<file path="src/rtl/falu_ieee_writeback_if.sv">
// ---------------------------------------------------------------------------
// falu_ieee_writeback_if
//   Result bus between the FALU adder datapath and FP register writeback.
//   Input side : in_valid/in_ready handshake, in_data (internal format),
//                in_is_dbl, in_flags {NV,DZ,OF,UF,NX}, in_tag.
//   Output side: out_valid/out_ready handshake, out_data (IEEE binary64 or
//                NaN-boxed binary32), out_flags, out_tag.
//   Sticky flags: fflags_clr (CSR write), fflags_acc (accumulated flags).
//   Modports: master = producer/consumer environment, slave = writeback block.
// ---------------------------------------------------------------------------
interface falu_ieee_writeback_if #(
   parameter int unsigned TAG_W = 6
);
   logic             in_valid;
   logic             in_ready;
   logic [65:0]      in_data;
   logic             in_is_dbl;
   logic [4:0]       in_flags;
   logic [TAG_W-1:0] in_tag;
   logic             out_valid;
   logic             out_ready;
   logic [63:0]      out_data;
   logic [4:0]       out_flags;
   logic [TAG_W-1:0] out_tag;
   logic             fflags_clr;
   logic [4:0]       fflags_acc;

   modport master (
      output in_valid, in_data, in_is_dbl, in_flags, in_tag, out_ready, fflags_clr,
      input  in_ready, out_valid, out_data, out_flags, out_tag, fflags_acc
   );

   modport slave (
      input  in_valid, in_data, in_is_dbl, in_flags, in_tag, out_ready, fflags_clr,
      output in_ready, out_valid, out_data, out_flags, out_tag, fflags_acc
   );
endinterface

</file>
<file path="src/rtl/falu_ieee_writeback.sv">
// ---------------------------------------------------------------------------
// falu_ieee_writeback
//   Packs FALU results ({exc[1:0],sign,exp,frac}, exc 00=zero 01=normal
//   10=inf 11=NaN) into IEEE-754 binary64 register values; SP results are
//   NaN-boxed. Two-stage valid/ready pipeline (S1 = captured/decoded input,
//   S2 = packed output register) plus a sticky fflags accumulator.
//   Ports:
//     clk_i   - clock, rising edge
//     rst_ni  - asynchronous active-low reset
//     flush_i - synchronous squash of all in-flight entries
//     bus     - falu_ieee_writeback_if.slave (handshakes, data, flags, tag)
// ---------------------------------------------------------------------------
module falu_ieee_writeback #(
   parameter int unsigned TAG_W = 6
) (
   input  logic                  clk_i,
   input  logic                  rst_ni,
   input  logic                  flush_i,
   falu_ieee_writeback_if.slave  bus
);

   // Ready is held low while in reset and rises on the first edge after release.
   logic             rdy_en_q;

   logic             s1_valid_q;
   logic [1:0]       s1_exc_q;
   logic             s1_dbl_q;
   logic [63:0]      s1_word_q;
   logic [4:0]       s1_flags_q;
   logic [TAG_W-1:0] s1_tag_q;

   logic             s2_valid_q;
   logic [63:0]      s2_data_q;
   logic [4:0]       s2_flags_q;
   logic [TAG_W-1:0] s2_tag_q;

   logic [4:0]       acc_q;

   logic             s2_can_load;
   logic             s1_can_load;
   logic             in_ready;
   logic             in_fire;
   logic             out_fire;
   logic [1:0]       in_exc;
   logic [63:0]      in_word;
   logic [63:0]      packed_d;

   // S2 frees up in the same cycle it transfers out, so the input side can
   // keep streaming at one result per cycle (bubble collapsing).
   assign s2_can_load = !s2_valid_q || bus.out_ready;
   assign s1_can_load = !s1_valid_q || s2_can_load;
   assign in_ready    = rdy_en_q && !flush_i && s1_can_load;
   assign in_fire     = bus.in_valid && in_ready;
   assign out_fire    = s2_valid_q && bus.out_ready;

   // S1 capture: the exception class and the relevant payload word are
   // selected by format here; SP upper input bits [65:34] are never stored.
   assign in_exc  = bus.in_is_dbl ? bus.in_data[65:64] : bus.in_data[33:32];
   assign in_word = bus.in_is_dbl ? bus.in_data[63:0]  : {32'h0, bus.in_data[31:0]};

   always_comb begin
      packed_d = '0;
      if (s1_dbl_q) begin
         unique case (s1_exc_q)
            2'b00:   packed_d = {s1_word_q[63], 63'b0};
            2'b01:   packed_d = s1_word_q;
            2'b10:   packed_d = {s1_word_q[63], 11'h7FF, 52'b0};
            default: packed_d = 64'h7FF8_0000_0000_0000;
         endcase
      end else begin
         unique case (s1_exc_q)
            2'b00:   packed_d = {32'hFFFF_FFFF, s1_word_q[31], 31'b0};
            2'b01:   packed_d = {32'hFFFF_FFFF, s1_word_q[31:0]};
            2'b10:   packed_d = {32'hFFFF_FFFF, s1_word_q[31], 8'hFF, 23'b0};
            default: packed_d = 64'hFFFF_FFFF_7FC0_0000;
         endcase
      end
   end

   always_ff @(posedge clk_i or negedge rst_ni) begin
      if (!rst_ni) begin
         rdy_en_q   <= 1'b0;
         s1_valid_q <= 1'b0;
         s1_exc_q   <= '0;
         s1_dbl_q   <= 1'b0;
         s1_word_q  <= '0;
         s1_flags_q <= '0;
         s1_tag_q   <= '0;
         s2_valid_q <= 1'b0;
         s2_data_q  <= '0;
         s2_flags_q <= '0;
         s2_tag_q   <= '0;
         acc_q      <= '0;
      end else begin
         rdy_en_q <= 1'b1;

         if (flush_i) begin
            s1_valid_q <= 1'b0;
            s2_valid_q <= 1'b0;
         end else begin
            if (s2_can_load) s2_valid_q <= s1_valid_q;
            if (s1_can_load) s1_valid_q <= in_fire;
         end

         if (s2_can_load && s1_valid_q) begin
            s2_data_q  <= packed_d;
            s2_flags_q <= s1_flags_q;
            s2_tag_q   <= s1_tag_q;
         end

         if (in_fire) begin
            s1_exc_q   <= in_exc;
            s1_dbl_q   <= bus.in_is_dbl;
            s1_word_q  <= in_word;
            s1_flags_q <= bus.in_flags;
            s1_tag_q   <= bus.in_tag;
         end

         // Clear takes effect before the same-cycle transfer accumulates.
         if (bus.fflags_clr)
            acc_q <= out_fire ? s2_flags_q : 5'b0;
         else if (out_fire)
            acc_q <= acc_q | s2_flags_q;
      end
   end

   assign bus.in_ready   = in_ready;
   assign bus.out_valid  = s2_valid_q;
   assign bus.out_data   = s2_data_q;
   assign bus.out_flags  = s2_flags_q;
   assign bus.out_tag    = s2_tag_q;
   assign bus.fflags_acc = acc_q;

endmodule

</file>
<file path="src/flat_wrapper.sv">
// flat-port wrapper written by rule: the top's interface ports become plain ports
module falu_ieee_writeback_flat 
#(
   parameter int unsigned TAG_W = 6
)
  (clk_i, rst_ni, flush_i, bus_in_valid, bus_in_data, bus_in_is_dbl, bus_in_flags, bus_in_tag, bus_out_ready, bus_fflags_clr, bus_in_ready, bus_out_valid, bus_out_data, bus_out_flags, bus_out_tag, bus_fflags_acc);
  falu_ieee_writeback_if #(.TAG_W(TAG_W)) bus_i ();
  input  logic clk_i;
  input  logic rst_ni;
  input  logic flush_i;
  input wire logic [$bits(bus_i.in_valid)-1:0] bus_in_valid;
  input wire logic [$bits(bus_i.in_data)-1:0] bus_in_data;
  input wire logic [$bits(bus_i.in_is_dbl)-1:0] bus_in_is_dbl;
  input wire logic [$bits(bus_i.in_flags)-1:0] bus_in_flags;
  input wire logic [$bits(bus_i.in_tag)-1:0] bus_in_tag;
  input wire logic [$bits(bus_i.out_ready)-1:0] bus_out_ready;
  input wire logic [$bits(bus_i.fflags_clr)-1:0] bus_fflags_clr;
  output wire logic [$bits(bus_i.in_ready)-1:0] bus_in_ready;
  output wire logic [$bits(bus_i.out_valid)-1:0] bus_out_valid;
  output wire logic [$bits(bus_i.out_data)-1:0] bus_out_data;
  output wire logic [$bits(bus_i.out_flags)-1:0] bus_out_flags;
  output wire logic [$bits(bus_i.out_tag)-1:0] bus_out_tag;
  output wire logic [$bits(bus_i.fflags_acc)-1:0] bus_fflags_acc;
  assign bus_i.in_valid = bus_in_valid;
  assign bus_i.in_data = bus_in_data;
  assign bus_i.in_is_dbl = bus_in_is_dbl;
  assign bus_i.in_flags = bus_in_flags;
  assign bus_i.in_tag = bus_in_tag;
  assign bus_i.out_ready = bus_out_ready;
  assign bus_i.fflags_clr = bus_fflags_clr;
  assign bus_in_ready = bus_i.in_ready;
  assign bus_out_valid = bus_i.out_valid;
  assign bus_out_data = bus_i.out_data;
  assign bus_out_flags = bus_i.out_flags;
  assign bus_out_tag = bus_i.out_tag;
  assign bus_fflags_acc = bus_i.fflags_acc;
  falu_ieee_writeback #(.TAG_W(TAG_W)) u_core (.clk_i(clk_i), .rst_ni(rst_ni), .flush_i(flush_i), .bus(bus_i));
endmodule
</file>
<file path="config.mk">
export PLATFORM = sky130hd
export DESIGN_NAME = falu_ieee_writeback_flat
export DESIGN_NICKNAME = d
export VERILOG_FILES = /design/src/rtl/falu_ieee_writeback_if.sv /design/src/rtl/falu_ieee_writeback.sv /design/src/flat_wrapper.sv
export SDC_FILE = /design/constraint.sdc
export NUM_CORES = 1
export LEC_CHECK = 0
export CAP_MARGIN = 20
export CORE_MARGIN = 8
export CORE_UTILIZATION = 49
export DETAILED_ROUTE_END_ITERATION = 10
export HOLD_SLACK_MARGIN = 0.1
export PLACE_DENSITY = 0.8
export SLEW_MARGIN = 25
export SYNTH_ARGS = -nofsm -noshare
export SYNTH_HDL_FRONTEND = slang
export SYNTH_SLANG_ARGS = --single-unit
</file>
<file path="constraint.sdc">
create_clock -name clk_i -period 1.9 [get_ports clk_i]
set_input_delay 0.38 -clock clk_i [delete_from_list [all_inputs] [get_ports clk_i]]
set_output_delay 0.38 -clock clk_i [all_outputs]
set_load 0.02 [all_outputs]
</file>
After elaboration in Yosys (flattened, before gate mapping) --
Cells that the tools add are included.
Word-level totals: flip-flop bits (word level) 161, bits in latches 0, memory bits (writable) 0, memory bits (read-only) 0, input port bits 84, output and inout port bits 82, logic and storage cells 41, memories 0
Operators by class: add/subtract/negate cells 0, multipliers 0, divide/modulo/power cells 0, order comparisons 0, eq/ne operators 2, shift-type cells 0, multiplexer cells 12, bitwise logic cells 1, reduce and logical (&&, ||, !) cells 14
Operators with widths (count):
- 64-bit one-hot mux with 3 select lines | 1
- 64-bit two-way mux | 2
- 32-bit one-hot mux with 3 select lines | 1
- 5-bit two-way mux | 3
- 2-bit nonzero test | 3
- 1-bit logical AND | 5
- 5-bit OR | 1
- 1-bit two-way mux | 4
- 1-bit zero test | 3
- 2-bit by 1-bit == test with 1-bit output, second input constant | 1
- 2-bit == test, second input constant | 1
- 2-bit zero test | 1
- 1-bit logical OR | 2
- 2-bit two-way mux | 1

Longest topological paths before layout --
depth in word-level cells 7, depth in mapped cells 6, depth with buffers taken out 3

Least setup slack after synthesis --
OpenSTA, ideal clock, no wires.
path type reg2reg, start point register u_core.s2_valid_q (netlist: u_core.bus.out_valid), end point register u_core.s1_flags_q[2], library setup time 0.125 ns, arrival time 1.450 ns, required time 1.775 ns, path slack 0.325 ns, cell stages (with the launch flop) 6, buffers on the path 2, period minus slack after synthesis 1.575 ns, cell sequence dfrtp_1 nand3b_1 and4b_1 buf_6 buf_6 mux2_4
On the way: word-level cells in the longest chain between the ends 5
RTL lines:
- start: declaration | line falu_ieee_writeback.sv:32 | logic s2_valid_q;
- start signal: assignment | line falu_ieee_writeback.sv:101 | if (s2_can_load) s2_valid_q <= s1_valid_q;
- 1-bit zero test | line falu_ieee_writeback.sv:50 | assign s2_can_load = !s2_valid_q || bus.out_ready;
- 1-bit logical OR | line falu_ieee_writeback.sv:50
- 1-bit logical OR | line falu_ieee_writeback.sv:51 | assign s1_can_load = !s1_valid_q || s2_can_load;
- 1-bit logical AND | line falu_ieee_writeback.sv:52 | assign in_ready = rdy_en_q && !flush_i && s1_can_load;
- 1-bit logical AND | line falu_ieee_writeback.sv:53 | assign in_fire = bus.in_valid && in_ready;
- end signal: assignment | line falu_ieee_writeback.sv:115 | s1_flags_q <= bus.in_flags;
- end: declaration | line falu_ieee_writeback.sv:29 | logic [4:0] s1_flags_q;
No other way between the ends. A chain may end at the register's enable or synchronous reset.

Final worst setup path --
start point register u_core.s2_flags_q[2] (netlist: u_core.bus.out_flags[2]), end point output port bus_out_flags[2]
RTL lines:
- start: declaration | line falu_ieee_writeback.sv:34 | logic [4:0] s2_flags_q;
- start signal: assignment | line falu_ieee_writeback.sv:107 | s2_flags_q <= s1_flags_q;
- end: declaration | line flat_wrapper.sv:21 | output wire logic [$bits(bus_i.out_flags)-1:0] bus_out_flags;
No word-level cell between the ends.

==> metrics.csv <==
metric,value,unit
share of layout cells above drive strength 1,15.88,%
hold violation count in the final report,0,
DR pass1 iterations,6,
Synth Warn #,0,
CP top delay family,buffers and inverters,
CTS buffer count,17,
Placed Area,8616,µm²
reg-to-reg critical path startpoint,u_core.bus.out_valid,
syn nets,666,
leakage,3.914,nW
Vias,5082,
CP Buf/Inv Count,1,
Synth Instances,582,
WS Path Type,reg -> out,
Final Skew,8.055,ps
"slowest stage cell, crit path",clkdlybuf4s50_1,
pin count of the biggest net entering global routing,65,
Final Instance Area,9271,µm²
Slew @ Worst Pin,738.7,ps
WL per Instance,18.48,µm
"Clk Latency, worst-skew pair",420,ps
GRT Overall Usage,20.38,%
Max Root-Sink Buffers,2,
Post-Synth XOR/XNOR Area,0,%
count of different cell masters after synthesis,27,
TritonCTS sink count,161,
Mapped Area,6650,µm²
fin nets,833,
most area-hungry cell type in the Yosys netlist,dfrtp_1,
min-delay worst type,in -> async,
fillers,968,
Die Area,17550,µm²
die height,132.5,µm
postcts setup bufs,0,
DRC,0,
Relative slew margins,50.75,%
Synth Register Bits,161,
clock root buffer,clkbuf_16,
CP max stage delay,660,ps
Max Slew Vio Count,0,
Post-Synth Simple-Gate Area,6.585,%
RSZ-0062 raised after global routing,no,
# diodes,0,
first-pass GRT wire length,28940,µm
worst hold slack,419.5,ps
core area,13240,µm²
Worst Reg-to-Reg Cells,5,
Adder-Cell Fraction of Synth Area,0,%
outcome,completed,
RePlAce Congestion,0.8105,
largest family of logic cells by synthesized area,multiplexers,
area of the multi-input gates,2165,µm²
mux contribution to synthesized area,15.37,%
P&R area growth vs syn,39.42,%
Synth top area share,60.58,%
final WL,17330,µm
vias in the first global route,5593,
"Setup violations, final",0,
grt ovf,0,
WP data required,1520,ps
hpwl dp,11590,µm
Seq. cell area,4030,µm²
Startpoint Class,flop,
ANT nets after route,0,
reg-to-reg critical path endpoint,u_core.bus.out_data[41],
cell chain of the critical path,clkdlybuf4s50_1,
r2r setup slk,220,ps
maximum clock rate,542.9,MHz
DIE WIDTH,132.5,µm
"CTS clk-pin slew, worst paths",60,ps
met1 global-route usage,24.60,%
max-cap violation count,0,
GR Layer Usage met3,6.510,%
Vias per Instance,5.418,
placed insts,905,
# H-tree levels,4,
"Cell Count, Final, Fillers Out",938,
Setup crit end kind,primary output,
Final Critical Period,1842,ps
Row Count,42,
Pwr Total,11.17,mW
part of the Yosys area used for sequential elements,60.58,%
Mapped Avg Cell Area,11.43,µm²
post-synthesis compound-gate area fraction,10.31,%
antenna violations before repair,0,
port bufs,165,
Starting Density,50.22,%
initial drt markers,385,
Final period util,96.95,%
CTS tree,done,
Power Dens Cells,1205,nW/µm²
I/O pin count,166,
Top Usage Layer GRT,met2,
largest cells by area after synthesis,"dfrtp_1, mux2_2, a21oi_1",
CP max FO,3,
Max VDD drop,656.0,µV
M2 GR Usage,33.46,%
Worst Path Arrival,1460,ps
-- synth_stat cells --
cell,instances
a21oi_1,78
a31oi_1,20
and2_1,1
and3_1,1
and3b_1,1
and4b_1,1
buf_1,4
buf_2,8
buf_4,2
buf_6,7
clkbuf_1,24
conb_1,1
dfrtp_1,161
inv_1,62
mux2_1,5
mux2_2,48
mux2_4,7
mux2i_1,32
nand2_1,53
nand2b_1,3
nand3_1,5
nand3b_1,1
nand4_1,22
nor2b_1,3
o2111ai_1,2
o21ai_0,29
o21bai_1,1
-- repair_timing --
item,in CTS,in global routing
pin swaps,0,0
hold buffers,1,0
hold endpoints to repair,30,0
gates resized for setup,2,2
setup endpoints to repair,2,1
-- logic make-up after synthesis --
family          count (synthesis)
other cells                     1
flops                         161
buf+inv                       107
simple gates                   91
compound gates                130
mux                            92
-- per-stage QoR --
step	TNS, ps	setup WS, ps	utilization, %
4_1_cts	0	13.71	70.04
3_3_place_gp	-19340	-233.7	65.06
6_report	0	57.91	70.01
2_1_floorplan	0	324.9	-
3_5_place_dp	-24370	-269.6	65.06
5_1_grt	0	15.72	70.01
-- cell type report --
cell class,count,area share [%]
clock buffers,18,4.737
multi-input cells,314,23.35
repair buffers,193,21.27
clock inverters,14,2.294
flip-flops and latches,161,43.47
inverters,62,2.510
well taps,176,2.375
-- layout by cell type, fill, tap and decap left out, types with 9 or more instances in the layout --
cell type	count
a31oi_1	20
clkbuf_16	17
a21oi_1	78
o21ai_0	29
nand2_1	53
mux2i_1	32
inv_1	62
clkdlybuf4s50_1	162
dfrtp_1	160
nand4_1	22
mux2_2	48
buf_4	18
buf_12	9
-- flip-flops by register name, indices dropped and copies added, names as in the netlist --
signal and flops:
u_core.s1_tag_q 6, u_core.bus.fflags_acc 5, u_core.s1_flags_q 5, u_core.rdy_en_q 1
u_core.bus.out_tag 6, u_core.s1_exc_q 2, u_core.s1_valid_q 1, u_core.bus.out_valid 1
u_core.s1_word_q 64, u_core.bus.out_flags 5, u_core.s1_dbl_q 1, u_core.bus.out_data 64
-- power by group --
group | leakage [nW] | total (mW) | internal [mW] | switching [mW]
Combinational | 1.67 | 2.83 | 1.41 | 1.42
Sequential | 1.93 | 4.63 | 4.15 | 0.480
Clock | 0.308 | 3.70 | 2.36 | 1.34
-- per-layer routing --
layer	routed length [µm]	part of all wire [%]
met5	0	0
met2	8498	49
met3	1098	6.3
met1	7371	43
met4	366	2.1
-- how the worst max path moves through the flow --
stage / startpoint / endpoint / depth (start not counted)
6_report: u_core.bus.out_flags[2] / bus_out_flags[2] / 1
5_1_grt: u_core.bus.out_flags[2] / bus_out_flags[2] / 1
4_1_cts: bus_out_ready / bus_in_ready / 4
3_5_place_dp: bus_out_ready / u_core.bus.out_data[41] / 6
3_3_place_gp: bus_out_ready / bus_in_ready / 4
2_1_floorplan: u_core.bus.out_valid / u_core.s1_flags_q[2] / 5
(Power assumes the default switching activity.)
